**src/rtl/counter_load_mod.sv**
```systemverilog
// counter_load_mod: loadable modulo counter with a runtime terminal value,
// up/down direction, wrap or saturate limit behaviour, and event flags.
//   clk         rising-edge clock
//   reset_n     asynchronous active-low reset
//   enable      count enable (ignored while load is high)
//   load        synchronous load of data_in, clamped to max_val
//   data_in     load value
//   up_down     direction: 1=up, 0=down
//   sat_mode    limit behaviour: 0=wrap, 1=saturate
//   max_val     terminal value, count range 0..max_val
//   clr_sticky  synchronous clear of ovf_sticky
//   data_out    registered count
//   wrap_pulse  registered, high while data_out shows a freshly wrapped value
//   at_limit    combinational, data_out sits at the limit of the current direction
//   ovf_sticky  registered sticky overflow/underflow flag
module counter_load_mod #(
   parameter int WIDTH     = 8,
   parameter int RESET_VAL = 0
) (
   input  logic             clk,
   input  logic             reset_n,
   input  logic             enable,
   input  logic             load,
   input  logic [WIDTH-1:0] data_in,
   input  logic             up_down,
   input  logic             sat_mode,
   input  logic [WIDTH-1:0] max_val,
   input  logic             clr_sticky,
   output logic [WIDTH-1:0] data_out,
   output logic             wrap_pulse,
   output logic             at_limit,
   output logic             ovf_sticky
);
   logic             up_lim, dn_zero, dn_over, ev, wrp;
   logic [WIDTH-1:0] nxt;
   // >= rather than == so a max_val lowered below the count still wraps/saturates
   assign up_lim   = data_out >= max_val;
   assign dn_zero  = data_out == '0;
   assign dn_over  = data_out > max_val;
   assign at_limit = up_down ? up_lim : dn_zero;
   always_comb begin
      nxt = data_out;
      ev  = 1'b0;
      wrp = 1'b0;
      if (load)
         nxt = (data_in > max_val) ? max_val : data_in;
      else if (enable && up_down) begin
         ev  = up_lim;
         wrp = up_lim && !sat_mode;
         nxt = !up_lim ? data_out + 1'b1 : (sat_mode ? max_val : '0);
      end else if (enable) begin
         // a count above a lowered max_val snaps down to it silently
         ev  = dn_zero;
         wrp = dn_zero && !sat_mode;
         nxt = dn_over ? max_val : (!dn_zero ? data_out - 1'b1 : (sat_mode ? '0 : max_val));
      end
   end
   always_ff @(posedge clk or negedge reset_n) begin
      if (!reset_n) begin
         data_out   <= WIDTH'(RESET_VAL);
         wrap_pulse <= 1'b0;
         ovf_sticky <= 1'b0;
      end else begin
         data_out   <= nxt;
         wrap_pulse <= wrp;
         // a new event in the same cycle as a clear keeps the flag set
         ovf_sticky <= ev || (ovf_sticky && !clr_sticky);
      end
   end
endmodule

```
**config.mk**
```make
export PLATFORM = sky130hd
export DESIGN_NAME = counter_load_mod
export DESIGN_NICKNAME = d
export VERILOG_FILES = /design/src/rtl/counter_load_mod.sv
export SDC_FILE = /design/constraint.sdc
export NUM_CORES = 1
export LEC_CHECK = 0
export BUFFER_PORTS_ARGS = -buffer_cell sky130_fd_sc_hd__buf_2
export CORE_MARGIN = 1.5
export CORE_UTILIZATION = 54
export DETAILED_ROUTE_END_ITERATION = 10
export GPL_TIMING_DRIVEN = 0
export PLACE_DENSITY = 0.92
export SLEW_MARGIN = 20
export SYNTH_ARGS = -nofsm -noshare
export SYNTH_HDL_FRONTEND = slang
export SYNTH_SLANG_ARGS = --single-unit
```
**constraint.sdc**
```tcl
create_clock -name clk -period 2.96 [get_ports clk]
set_clock_uncertainty 0.1 [all_clocks]
set_input_delay 0.592 -clock clk [delete_from_list [all_inputs] [get_ports clk]]
set_output_delay 0.592 -clock clk [all_outputs]
set_load 0.03 [all_outputs]
```
==> flow_metrics.tcl <==
set metrics [dict create \
    initial_utilization_pct 58.3 \
    io_buffer_count 32 \
    ys_warn_count 0 \
    reg2reg_from "data_out[6]$_DFFE_PN0P_" \
    fillCellCount 223 \
    regToRegEndpoint "data_out[2]$_DFFE_PN0P_" \
    post-dp-hpwl_um 3520 \
    path_clk_slew_ns 0.07 \
    max_slew.worst_pin.slew_ns 0.569 \
    startpoint_type "primary input" \
    cts.sinks 10 \
    fin_crit_sh_pct 96.8 \
    syn_to_final_growth_pct 18.4 \
    antenna_left 0 \
    synth_cell_type_count 50 \
    hold_violations 0 \
    worstHoldPathType "primary input to async pin" \
    path_class "primary input to primary output" \
    fp-row-count 18 \
    nNetsFinal 265 \
    cts_buffers 3 \
    grt_pass1_vias 1618 \
    crit_start "max_val[7]" \
    vias 1708 \
    netlist_area_sq_um 1480 \
    r2r_slack_ns 0.37 \
    utilization_pct 69.0 \
    setup_viol 0 \
    drive_gt1_share_pct 26.1 \
    slew_viol_final 0 \
    synth-edff-count 0 \
    p_leak_nw 0.803 \
    post_dp_cell_area_sq_um 1680 \
    gr-usage-all-layers_pct 30.2 \
    insertedDiodeCount 0 \
    routedWlPerCell_um 17.9 \
    drtIter0Drc 155 \
    crit_path_end_kind "primary output" \
    ys.flop_type "dfrtp_1" \
    yosysSeqAreaShare_pct 16.9 \
    rr_worst_depth 7 \
    crit_fanout 7 \
    die-area_sq_um 3070 \
    dr.pass1.iters 5 \
    cts_tree "done" \
    cp.arrival_ns 2.17 \
    die_w_um 55.4 \
    io_pins 34 \
    grt.overflow.total 0 \
    htree_levels 1 \
    antenna_found_initial 0 \
    fmaxAchievable_mhz 349 \
    worstSkewPairLatency_ns 0.26 \
    status "finished, final reports clean" \
    avgSynthCellArea_sq_um 8.11 \
    final.min_clock_period_ns 2.86 \
    vias_per_cell 6.78 \
    ir_drop_uv 376 \
    grt_max_degree 11 \
    core_area_sq_um 2540 \
    ctsLongestPathBuffers 2 \
    cts_root_buffer "clkbuf_4" \
    syn-num-nets 225 \
    hold_slack_ns 0.0734 \
    place.gp.congestion 0.946 \
    pwr_density_cell_nw_per_um2 483 \
    cap_violations 0 \
    ff_latch_area_sq_um 254 \
    yosys_register_bits 10 \
    relSlewSlack_pct 61.9 \
    netlist_instances 183 \
    final_area_sq_um 1760 \
    drc 0 \
    grt_pass1_wl_um 7500 \
    multiInputGateArea_sq_um 1160 \
    final.setup.tns_ns 0 \
    drt_wl_total_um 4500 \
    synthArstFlopShare_pct 100 \
    die_h_um 55.4 \
    required_ns 2.27 \
    cts_hold_buf 0 \
]
registers in the layout, indices dropped and copies added (netlist names):
| name | count |
|---|---|
| data_out | 8 |
| ovf_sticky | 1 |
| wrap_pulse | 1 |
power breakdown:
group | total, W | internal [W] | switching (W) | leakage, nW
combinational | 0.000510 | 0.000196 | 0.000314 | 0.664
clock | 0.000122 | 0.0000746 | 0.0000478 | 0.0210
sequential | 0.000216 | 0.000162 | 0.0000549 | 0.119
total | 0.000849 | 0.000432 | 0.000417 | 0.803
worst max path at each step:
stage                    end  cells past startpoint  slack (ns)
floorplan           at_limit                      7        0.29
global placement    at_limit                     10       -0.06
detailed placement  at_limit                     10       -0.07
CTS                 at_limit                      7       0.006
global route        at_limit                      7       -0.05
finish              at_limit                      9         0.1
cell type report:
class,instances,share of cell area (%)
Buffer,4,1.28
Clock buffer,4,2.07
Inverter,16,3.42
Multi-Input combinational cell,153,66.0
Sequential cell,10,14.5
Tap cell,30,2.14
Timing Repair Buffer,35,10.7
worst max-delay path, stage by stage:
cell and delay [ns]:
buf_2 0.11, inv_1 0.09, ha_1 0.34, a21oi_1 0.19, o21a_2 0.26, nand2_2 0.11, mux2i_2 0.23, inv_1 0.07
buf_4 0.17
layout by cell type, fill, tap and decap left out, types with 7 or more instances in the layout:
cell type	n
buf_2	30
ha_1	19
inv_1	14
o211ai_1	11
nand2_1	11
nand3_1	10
a21oi_1	8
nor2_1	7
xor2_1	7
dfrtp_1	7
logic make-up (layout without fill, tap and decap cells):
logic type	after synthesis	after routing	synth area share, %
mux	2	2	1.35
simple gates	63	63	25.3
flops	10	10	16.9
buf+inv	20	59	5.56
xor+xnor	10	10	5.90
compound gates	59	59	29.0
fa+ha+maj	19	19	16.0
metrics by stage:
stage,setup slack [ns],instances,power (W)
6_report,0.0958,252,0.000849
5_1_grt,-0.0519,252,0.000912
4_1_cts,0.00643,250,0.000819
3_5_place_dp,-0.0672,245,0.000689
3_3_place_gp,-0.0625,245,0.000680
2_1_floorplan,0.286,183,0.000548
routing by layer:
metal	global-route usage, %	routed length (um)	vias to the layer above
met5	0	0	-
met4	13.6	79	0
met3	5.85	562	6
met2	48.5	2130	131
met1	39.1	1730	770
li1	-	-	801
cells in the mapped netlist (all sizes together), types with 4 or more instances:
master   n  area share [%]
a21oi    8             2.7
nand2   12             3.0
xor2     7             4.1
nand4    5             2.1
a31oi    6             2.5
nor2     7             1.8
dfrtp   10              17
o211ai  11             5.6
nor3     6             2.4
nand3   10             3.4
ha      19              16
o21ai    7             2.4
inv     16             4.0
and3     4             1.8
repair_timing:
item	CTS	global route
gates resized for setup	2	9
setup endpoints to repair	1	1
pin swaps	1	3
setup buffers	1	2
No activity file was read; power rests on OpenSTA's default activity.
